[src/rtl/coin_intake_if.sv]
// Coin front-end bus: raw sensors and controls in, buffered coin code and status out.
// The slave side is the coin_intake block; the master side is whoever drives the sensors.
interface coin_intake_if;
    logic       coin5_raw;
    logic       coin10_raw;
    logic       enable;
    logic       hold;
    logic [1:0] coin_out;
    logic       reject;
    logic       fifo_full;
    logic [7:0] accept_cnt;

    modport master (
        output coin5_raw, coin10_raw, enable, hold,
        input  coin_out, reject, fifo_full, accept_cnt
    );
    modport slave (
        input  coin5_raw, coin10_raw, enable, hold,
        output coin_out, reject, fifo_full, accept_cnt
    );
endinterface

[src/rtl/coin_intake.sv]
// Coin intake: per-sensor sync + debounce + rising-edge detect, coin classification,
// and a small FIFO that feeds the vending FSM one coin code per clock.
module coin_debounce #(
    parameter int DEBOUNCE_CYCLES = 4
) (
    input  logic clk,
    input  logic rst_n,
    input  logic raw,
    output logic evt
);
    localparam int CW = $clog2(DEBOUNCE_CYCLES + 1);

    logic          sync1, sync2, stable, stable_d;
    logic [CW-1:0] cnt;

    // Everything resets high so a sensor held active across reset release never fires.
    always_ff @(posedge clk or negedge rst_n) begin
        if (!rst_n) begin
            sync1    <= 1'b1;
            sync2    <= 1'b1;
            stable   <= 1'b1;
            stable_d <= 1'b1;
            cnt      <= '0;
        end else begin
            sync1    <= raw;
            sync2    <= sync1;
            stable_d <= stable;
            if (sync2 == stable) begin
                cnt <= '0;
            end else if (cnt == CW'(DEBOUNCE_CYCLES - 1)) begin
                stable <= sync2;
                cnt    <= '0;
            end else begin
                cnt <= cnt + 1'b1;
            end
        end
    end

    assign evt = stable & ~stable_d;
endmodule

module coin_intake #(
    parameter int DEBOUNCE_CYCLES = 4,
    parameter int FIFO_DEPTH      = 4
) (
    input  logic          clk,
    input  logic          rst_n,
    coin_intake_if.slave  bus
);
    localparam int NUM_LANES = 2;  // lane 0 = 5rs, lane 1 = 10rs
    localparam int AW        = $clog2(FIFO_DEPTH);

    logic [NUM_LANES-1:0] raw, evt;
    logic [FIFO_DEPTH-1:0] mem;
    logic [AW-1:0]        wr_ptr, rd_ptr;
    logic [AW:0]          occ, occ_nxt;
    logic                 full, push, pop, rej;
    logic [1:0]           coin_q;
    logic                 reject_q, full_q;
    logic [7:0]           accept_q;

    assign raw = {bus.coin10_raw, bus.coin5_raw};

    for (genvar i = 0; i < NUM_LANES; i++) begin : g_lane
        coin_debounce #(.DEBOUNCE_CYCLES(DEBOUNCE_CYCLES)) u_deb (
            .clk   (clk),
            .rst_n (rst_n),
            .raw   (raw[i]),
            .evt   (evt[i])
        );
    end

    assign full = (occ == (AW+1)'(FIFO_DEPTH));
    assign pop  = !bus.hold && (occ != '0);

    // Full check uses pre-edge occupancy, so a same-cycle pop does not rescue the coin.
    always_comb begin
        push = 1'b0;
        rej  = 1'b0;
        if (&evt) begin
            rej = 1'b1;
        end else if (|evt) begin
            if (!bus.enable || full) rej  = 1'b1;
            else                     push = 1'b1;
        end
    end

    always_comb begin
        occ_nxt = occ;
        case ({push, pop})
            2'b10:   occ_nxt = occ + 1'b1;
            2'b01:   occ_nxt = occ - 1'b1;
            default: occ_nxt = occ;
        endcase
    end

    // Entry bit: 0 = 5rs, 1 = 10rs. Contents need no reset; occupancy gates every read.
    always_ff @(posedge clk) begin
        if (push) mem[wr_ptr] <= evt[1];
    end

    always_ff @(posedge clk or negedge rst_n) begin
        if (!rst_n) begin
            wr_ptr   <= '0;
            rd_ptr   <= '0;
            occ      <= '0;
            coin_q   <= 2'b00;
            reject_q <= 1'b0;
            full_q   <= 1'b0;
            accept_q <= '0;
        end else begin
            occ      <= occ_nxt;
            full_q   <= (occ_nxt == (AW+1)'(FIFO_DEPTH));
            reject_q <= rej;
            if (push) begin
                wr_ptr   <= wr_ptr + 1'b1;
                accept_q <= accept_q + 1'b1;
            end
            if (pop) begin
                rd_ptr <= rd_ptr + 1'b1;
                coin_q <= mem[rd_ptr] ? 2'b10 : 2'b01;
            end else begin
                coin_q <= 2'b00;
            end
        end
    end

    assign bus.coin_out   = coin_q;
    assign bus.reject     = reject_q;
    assign bus.fifo_full  = full_q;
    assign bus.accept_cnt = accept_q;
endmodule

[src/flat_wrapper.sv]
// flat-port wrapper written by rule: the top's interface ports become plain ports
module coin_intake_flat 
#(
    parameter int DEBOUNCE_CYCLES = 4,
    parameter int FIFO_DEPTH      = 4
)
  (clk, rst_n, bus_coin5_raw, bus_coin10_raw, bus_enable, bus_hold, bus_coin_out, bus_reject, bus_fifo_full, bus_accept_cnt);
  coin_intake_if bus_i ();
  input  logic clk;
  input  logic rst_n;
  input wire logic [$bits(bus_i.coin5_raw)-1:0] bus_coin5_raw;
  input wire logic [$bits(bus_i.coin10_raw)-1:0] bus_coin10_raw;
  input wire logic [$bits(bus_i.enable)-1:0] bus_enable;
  input wire logic [$bits(bus_i.hold)-1:0] bus_hold;
  output wire logic [$bits(bus_i.coin_out)-1:0] bus_coin_out;
  output wire logic [$bits(bus_i.reject)-1:0] bus_reject;
  output wire logic [$bits(bus_i.fifo_full)-1:0] bus_fifo_full;
  output wire logic [$bits(bus_i.accept_cnt)-1:0] bus_accept_cnt;
  assign bus_i.coin5_raw = bus_coin5_raw;
  assign bus_i.coin10_raw = bus_coin10_raw;
  assign bus_i.enable = bus_enable;
  assign bus_i.hold = bus_hold;
  assign bus_coin_out = bus_i.coin_out;
  assign bus_reject = bus_i.reject;
  assign bus_fifo_full = bus_i.fifo_full;
  assign bus_accept_cnt = bus_i.accept_cnt;
  coin_intake #(.DEBOUNCE_CYCLES(DEBOUNCE_CYCLES), .FIFO_DEPTH(FIFO_DEPTH)) u_core (.clk(clk), .rst_n(rst_n), .bus(bus_i));
endmodule
[config.mk]
export PLATFORM = sky130hd
export DESIGN_NAME = coin_intake_flat
export DESIGN_NICKNAME = d
export VERILOG_FILES = /design/src/rtl/coin_intake_if.sv /design/src/rtl/coin_intake.sv /design/src/flat_wrapper.sv
export SDC_FILE = /design/constraint.sdc
export NUM_CORES = 1
export LEC_CHECK = 0
export CORE_ASPECT_RATIO = 1.1
export CORE_MARGIN = 2
export CORE_UTILIZATION = 35
export CTS_CLUSTER_DIAMETER = 30
export DETAILED_ROUTE_END_ITERATION = 8
export PLACE_DENSITY = 0.55
export SLEW_MARGIN = 25
export SYNTH_ARGS = -nofsm -noshare
export SYNTH_HDL_FRONTEND = slang
export SYNTH_HIERARCHICAL = 1
export SYNTH_SLANG_ARGS = --single-unit
[constraint.sdc]
create_clock -name clk -period 5.55 [get_ports clk]
set_input_delay 0.555 -clock clk [delete_from_list [all_inputs] [get_ports clk]]
set_output_delay 0.555 -clock clk [all_outputs]
set_load 0.03 [all_outputs]
# Yosys cells after proc, flatten, opt, wreduce, memory -nomap -nowiden
# Index checks and enable logic that the tools add are counted.
# op_classes
addsub	7
n_mul	0
div_mod_pow	0
order_cmp	3
eq_ne	8
n_shift	0
n_mux	18
bitwise_logic	6
reduce_logical	10
# ops
operator	count
$mux 3	4
$add 3x1->3 const B	3
$add 8x1->8 const B	1
$mux 1	8
$eq 3x2->1 const B	2
$eq 3x3->1 const B	2
$lt 2x3->1 const B	2
$pmux 3 s2	1
$reduce_and 2->1	3
$add 2x1->2 const B	2
$bwmux 4	1
$mux 2	2
$not 1->1	4
$reduce_bool 3->1	1
$sub 3x1->3 const B	1
$and 1x1->1	2
$bmux 1 s2	1
$demux 1 s2	1
$eq 1x1->1	2
$eq 2x1->1 const B	1
$eq 2x2->1 const B	1
$ge 2x1->1 const B	1
$logic_and 1x1->1	2
$logic_not 1->1	2
other kinds (2)	2
# totals
ff_bits	37
latch_bits	0
ram_bits	0
romBits	0
out_inout_bits	12
mem_count	0

# Longest topological paths before layout
# depth
depth_word	8
depth_mapped	12
depth_no_buf	11

# By module
# The synthesis kept the hierarchy.
# modules_own_cells
module	n_inst	cells_per_inst	area_each_um2	seq_area_each_um2
coin_intake	1	86	1073.5	595.6
coin_debounce at u_core.g_lane[1].u_deb	1	15	257.7	180.2
coin_debounce at u_core.g_lane[0].u_deb	1	15	256.5	180.2

# Least setup slack after synthesis
# Ideal clock, no wire load.
# synth_timing
path_type	reg-to-reg
startpoint	reg u_core.g_lane[1].u_deb.stable
endpoint	reg u_core.full_q (netlist: u_core/bus.fifo_full)
setup_time_ps	66
t_arrival_ps	2404
required_ps	5484
path_slack_ps	3080
path_stages_with_launch	13
period_less_slack_ps	2470
path_cell_list	dfstp_2 nor2b_1 xor2_1 and3_1 buf_6 inv_2 ha_1 inv_1 fa_1 xor2_1 nor2_1 xor2_1 and2_1
# synth_between
elab_chain_len	7
word_cells_on_any_way	9
classes_between	3 x eq/ne; 3 x mux; 1 x bitwise; 2 x reduce/logical
# synth_rtl
element	line	text
from (decl)	coin_intake.sv:13	logic sync1, sync2, stable, stable_d;
from (signal assigned)	coin_intake.sv:31	stable <= sync2;
$and 1x1->1 *	coin_intake.sv:39	assign evt = stable & ~stable_d;
named net u_core.evt[1]	coin_intake.sv:53	logic [NUM_LANES-1:0] raw, evt;
$reduce_or 2->1	coin_intake.sv:82	end else if (|evt) begin
$mux 1	coin_intake.sv:82	
$mux 1 *	coin_intake.sv:80	if (&evt) begin
$eq 2x1->1 / $eq 2x2->1 (equally long branches)	coin_intake.sv:90	case ({push, pop})
$pmux 3 s2 *	coin_intake.sv:90	
named net u_core.occ_nxt[2]	coin_intake.sv:56	logic [AW:0] occ, occ_nxt;
$eq 3x3->1 *	coin_intake.sv:113	full_q <= (occ_nxt == (AW+1)'(FIFO_DEPTH));
to (signal assigned)	coin_intake.sv:113	
to (decl)	coin_intake.sv:59	logic reject_q, full_q;
# The timed path passes the listed nets; every way through them passes the cells marked *.
# A chain may end at the register's enable or synchronous reset.

# Final worst setup path
# Same ends and word-level chain as after synthesis.

==> flow_summary.ini <==
[routing]
via_per_inst = 4.51
detail_route.wl_per_cell_um = 12.2
drt_iter0_drc = 34
drc = 0
detail_route.first_pass.iterations = 4
route.antenna.remaining_nets = 0
route.final.wire_length_um = 2370
vias = 875

[synth]
synth_top_cells_by_area = sky130_fd_sc_hd__dfrtp_1 39%, sky130_fd_sc_hd__dfstp_2 13%, sky130_fd_sc_hd__edfxtp_1 7.6%, sky130_fd_sc_hd__xnor2_1 6.6%, sky130_fd_sc_hd__ha_1 6.3%
biggest_area_consumer_among_synthesized_cells = sky130_fd_sc_hd__dfrtp_1
synth_top_flop_cell = sky130_fd_sc_hd__dfrtp_1
yosys_warnings = 6
synth_cells = 116
synth-seq-cells = 37
synth-async-reset-ratio_pct = 89.2
dominant_combinational_cell_family_by_area_after_synthesis = simple AND/OR/NAND/NOR gates
parity_gate_share_of_the_synthesized_area_counting_xor_and_xnor_cells_pct = 8.83
number_of_enable_flip_flop_cells_after_synthesis = 4
synth_sequential_area_ratio_pct = 60.2
netlist-cell-type-count = 31
synth_top_cell_area_share_pct = 39.4
most_frequent_cell_after_synthesis = sky130_fd_sc_hd__dfrtp_1
synth_fa_ha_area_share_pct = 8.20
synthesized_netlist_net_count = 131
synth_simple_gate_area_share_pct = 15.9
postSynthAreaPerCell_um2 = 13.7
synth.mux.area_fraction_pct = 3.47
yosys-top-cells-count = 25 x sky130_fd_sc_hd__dfrtp_1, 12 x sky130_fd_sc_hd__xnor2_1, 8 x sky130_fd_sc_hd__dfstp_2, 8 x sky130_fd_sc_hd__ha_1, 7 x sky130_fd_sc_hd__nand2_1
synth.cell_area_um2 = 1590
synth_compound_area_share_pct = 0.315

[sta]
report.final.hold_viol_count = 0
max_freq_mhz = 336
finClkSkew_ps = 9.17
timing_max_transition_violations_final = 0
layout_min_cycle_time_ps = 2980
finalCritPeriodShare_pct = 53.6
layout_setup_ws_ps = 2570
fin_tns_setup_ps = 0
setup_viol_count_final = 0
slew_headroom_pct = 64.8
rsz0062_at_grt = false
worst_slew_pin_slew_ps = 529

[grt]
antenna_found_initial = 0
grtUsageMet2_pct = 18.1
grt_use_met3_pct = 5.08
globalRoute.busiestLayer = met2
groute.usage.overall_pct = 11.4
gr-total-overflow = 0
first_global_vias = 928
first_pass_grt_wire_length_um = 4080
grt_util_met1_pct = 12.6
grt_start_max_net_pins = 34

[worst_setup_path]
critPathCaptureType = flip-flop
critical_path_class = flip-flop to flip-flop
worstPathArrival_ps = 3160
timing.critical_path.fanout_max = 14
worst-endpoint-required_ps = 5730
setup.worst_path.start = u_core/g_lane[1].u_deb/stable$_DFFE_PN1P_
r2r-start = u_core/g_lane[1].u_deb/stable$_DFFE_PN1P_
critPathLaunchType = flip-flop

[final_layout]
antenna_cells = 0
drive_gt1_share_pct = 20.0
area_taken_by_multi_input_logic_gates_um2 = 583
layout-area-overhead-vs-synth_pct = 19.1
final_area_um2 = 1890
fillers = 399
area.sequential_um2 = 956
layout.nets = 154

[clocking]
clock_slew_seen_by_the_registers_of_the_worst_setup_and_hold_paths_ps = 70
post_cts_setup_buffer_count = 0
cts_hold_buf = 0
cts.sink_count = 37
cts_inserted_buffers = 5
h-tree-depth = 2
clock_tree.buffer_depth = 2
tritoncts = yes
cts_repair_resize_count = 0
root_buffer = sky130_fd_sc_hd__clkbuf_8
clk-insertion-delay-late_ps = 280

[placement]
port_buffers = 17
place_ws_ps = 2610
detailedPlacementHpwl_um = 1690
globalplace.congestion = 0.698
dpl_cell_area_um2 = 1810

[outcome]
status = finished, final reports clean

[floorplan]
boundaryPins = 18
dieWidth_um = 68.2
core_area_um2 = 4320
row_count = 25
dieArea_um2 = 5090
die_height_um = 74.6
floorplan.initialDensity_pct = 36.8

[power_and_ir_drop]
netSwitchingFraction_pct = 35.5
peakVddDrop_uv = 217
pwr-share-clk_pct = 17.6
power.static_leakage_nw = 0.829
internal-power_uw = 639
seqPwrFrac_pct = 44.6
power.share.combinational_pct = 37.8
switchingPower_uw = 351
power_density_nw_per_um2 = 523

[hold_path]
min-delay-path-class = flip-flop to flip-flop
start_point_of_the_worst_min_delay_path = u_core/g_lane[0].u_deb/sync1$_DFF_PN1_

[run]
maxCapViolations = 0
==> sequential cells by signal (all words and copies together) (netlist names) <==
register and cells:
u_core/bus.reject 1, u_core/g_lane.u_deb/cnt 6, u_core/occ 3, u_core/rd_ptr 2, u_core/g_lane.u_deb/stable_d 2, u_core/mem 4
u_core/bus.accept_cnt 8, u_core/g_lane.u_deb/sync2 2, u_core/bus.coin_out 2, u_core/wr_ptr 2, u_core/g_lane.u_deb/stable 2, u_core/g_lane.u_deb/sync1 2
u_core/bus.fifo_full 1
==> cell type report <==
class	count	area share, %
sequential	37	50.5
multi-input combinational	70	30.8
timing repair buffer	18	9.39
clock buffer	7	4.03
tap	54	3.57
inverter	7	1.39
clock inverter	1	0.265
==> metal layers <==
layer / vias up / share of wire, % / wire length, um
li1: 423 / - / -
met3: 4 / 6.5 / 154
met1: 426 / 45 / 1060
met2: 22 / 46 / 1100
met5: - / 0 / 0
met4: 0 / 2.4 / 57
==> cell families after synthesis <==
logic type | count (synthesis)
fa+ha+maj | 10
flops | 37
xor+xnor | 16
mux | 4
compound gates | 1
buf+inv | 9
simple gates | 39
==> through the flow <==
stage	total power [mW]	hold slack, ps	util, %	instances
global route	1.07	365	43.8	194
global placement	0.811	346	41.9	186
detailed placement	0.826	347	41.9	186
finish	0.990	356	43.8	194
CTS	1.01	357	43.8	194
floorplan	0.728	259	-	116
==> path summary, 6_finish.rpt <==
path / end / slack, ps / cells past startpoint
setup / recovery: u_core/bus.fifo_full$_DFF_PN0_ / 2570 / 10
hold / removal: u_core/g_lane[0].u_deb/sync2$_DFF_PN1_ / 360 / 0
setup reg to reg: u_core/bus.fifo_full$_DFF_PN0_ / 2570 / 10
hold reg to reg: u_core/g_lane[0].u_deb/sync2$_DFF_PN1_ / 360 / 0
max in group asynchronous: u_core/g_lane[0].u_deb/sync2$_DFF_PN1_ / 4550 / 2
min in group asynchronous: u_core/g_lane[1].u_deb/cnt[2]$_DFF_PN0_ / 670 / 2
==> power by group through the flow <==
stage          clock (mW)  sequential, mW  combinational, mW
2_1_floorplan           0           0.484              0.244
3_3_place_gp            0           0.445              0.366
3_5_place_dp            0           0.449              0.376
4_1_cts             0.185           0.444              0.380
5_1_grt             0.196           0.454              0.423
6_report            0.174           0.442              0.374
==> cell usage in the layout (no fill, tap or decap), types with 2 or more instances in the layout <==
cell and count:
sky130_fd_sc_hd__dfrtp_1 25, sky130_fd_sc_hd__clkdlybuf4s50_1 17, sky130_fd_sc_hd__xnor2_1 12, sky130_fd_sc_hd__ha_1 8, sky130_fd_sc_hd__dfstp_2 8, sky130_fd_sc_hd__nand2_1 7, sky130_fd_sc_hd__inv_1 6, sky130_fd_sc_hd__clkbuf_8 5
sky130_fd_sc_hd__nor3_1 5, sky130_fd_sc_hd__nor2_1 4, sky130_fd_sc_hd__xor2_1 4, sky130_fd_sc_hd__and2_2 4, sky130_fd_sc_hd__edfxtp_1 4, sky130_fd_sc_hd__nor2b_1 3, sky130_fd_sc_hd__clkbuf_1 2, sky130_fd_sc_hd__and3_1 2
sky130_fd_sc_hd__and2_1 2, sky130_fd_sc_hd__nand3_1 2, sky130_fd_sc_hd__nand4_1 2, sky130_fd_sc_hd__nor2b_4 2, sky130_fd_sc_hd__nor3b_2 2
==> critical path, stage by stage, from the launching register on <==
cell,delay (ps)
sky130_fd_sc_hd__dfstp_2,560
sky130_fd_sc_hd__nor2b_1,360
sky130_fd_sc_hd__xor2_1,190
sky130_fd_sc_hd__and3_1,510
sky130_fd_sc_hd__inv_2,130
sky130_fd_sc_hd__ha_1,250
sky130_fd_sc_hd__inv_1,70
sky130_fd_sc_hd__fa_1,400
sky130_fd_sc_hd__mux2i_1,180
sky130_fd_sc_hd__nor2_1,50
sky130_fd_sc_hd__and2_1,150
Power figures use the tool's default switching activity.
==> RTL change: new RTL, same settings <==
`FIFO_DEPTH` is set to 4 in 2 places; all go to 2.
--- a/src/rtl/coin_intake.sv
+++ b/src/rtl/coin_intake.sv
@@ -42,5 +42,5 @@
 module coin_intake #(
     parameter int DEBOUNCE_CYCLES = 4,
-    parameter int FIFO_DEPTH      = 4
+    parameter int FIFO_DEPTH      = 2
 ) (
     input  logic          clk,
--- a/src/flat_wrapper.sv
+++ b/src/flat_wrapper.sv
@@ -3,5 +3,5 @@
 #(
     parameter int DEBOUNCE_CYCLES = 4,
-    parameter int FIFO_DEPTH      = 4
+    parameter int FIFO_DEPTH      = 2
 )
   (clk, rst_n, bus_coin5_raw, bus_coin10_raw, bus_enable, bus_hold, bus_coin_out, bus_reject, bus_fifo_full, bus_accept_cnt);
Check against the original RTL: no difference found for any inputs over 10 cycles, from zero or initial values and one cycle with rst_n low; that may be too few to reach the edited logic, so the function may still have changed.
==> RTL change against the original RTL <==
- sequential cell count decreased by 5
- final area fell by 16%
- routed wire length shrank 24%
- worst setup slack gained 0.65 ns
- synthesized cell count decreased by 22%
- total power fell by 15%
- area after synthesis fell by 19%
- final cell count fell by 14%
- sequential power down 15%
- critical path depth decreased by 2
- global-route usage down 0.69 points
- largest power group unchanged
==> RTL change: results <==
metrics = {
    "cells_and_area": {
        "drive_gt1_share_pct": 18.1,
        "multi_input_area_share_pct": 27.4,
        "regArea_um2": 821,
        "nNetsFinal": 125,
        "fillers": 355,
        "clock_area_share_pct": 5.03,
        "fin_area_mm2": 0.00159,
        "buf_share_pct": 11.2,
        "num-multi-input-gates": 54,
    },
    "power": {
        "seqPwrFrac_pct": 44.8,
        "power.leakage_uw": 0.000696,
        "combPwrFrac_pct": 35.5,
        "p_sw_share_pct": 34.3,
    },
    "synth": {
        "synth_area_leaders": "dfrtp_1 43%, dfstp_2 16%, xnor2_1 8.2%",
        "ys_seq_area_share_pct": 64.0,
        "yosysUniqueCellTypes": 26,
        "synth_fa_ha_area_share_pct": 4.68,
        "synth_mux_area_share_pct": 2.54,
        "synth_edf_count": 2,
        "synth_cells": 91,
        "synth_common_cells": "22 x dfrtp_1, 12 x xnor2_1, 8 x dfstp_2",
        "synth_xor_xnor_area_share_pct": 10.8,
        "synth_nets": 101,
        "synth-compound-area-share_pct": 0.585,
        "synthArstFlopShare_pct": 93.8,
    },
    "placed_design": {
        "hpwl_um": 1290,
        "placed_area_mm2": 0.00151,
        "dp_cells": 158,
        "dpl_worst_slack_ns": 3.18,
        "gp_congestion": 0.720,
    },
    "cts": {
        "cts.sink_count": 32,
    },
    "min_path": {
        "worstHoldStart": "u_core/g_lane[0].u_deb/sync1",
        "hp-class": "register to register",
    },
    "worst_setup_path": {
        "worstPathMaxFanout": 9,
        "crit_arrival_ns": 2.50,
    },
    "detailed_routing": {
        "drt-initial-drc-count": 12,
        "vias": 707,
        "viasPerCell": 4.26,
        "drt_pass1_iterations": 2,
        "wl_per_cell_um": 10.9,
    },
    "grt": {
        "grt_util_all_layers_pct": 10.7,
        "grt_max_degree": 31,
        "grt_first_pass_wirelength_um": 3070,
        "grt_pass1_vias": 722,
    },
    "timing": {
        "worst_pin_slew_ns": 0.376,
    },
    "status": {
        "status": "completed",
    },
}
## RTL change: cell count changes in the layout (fill, tap and decap cells not counted), moves of 3 or more
cell,change
ha_1,-4
dfrtp_1,-3
and2_2,-4
nor3_1,-3
## RTL change: metal layers
metal  up-vias  GRT usage [%]  routed length, µm
met2        15           16.4                893
met4         0           6.38                 39
met1       343           11.5                772
met3         4           5.75                 97
met5         -              0                  0
li1        345              -                  -
## RTL change: worst paths after layout
check / cells after the start / slack (ns) / end
max: 8 / 3.22 / u_core/bus.fifo_full
min: 0 / 0.36 / u_core/g_lane[0].u_deb/sync2
max reg2reg: 8 / 3.22 / u_core/bus.fifo_full
min reg2reg: 0 / 0.36 / u_core/g_lane[0].u_deb/sync2
max in group asynchronous: 2 / 4.58 / u_core/g_lane[0].u_deb/stable_d
min in group asynchronous: 2 / 0.66 / u_core/bus.coin_out[1]
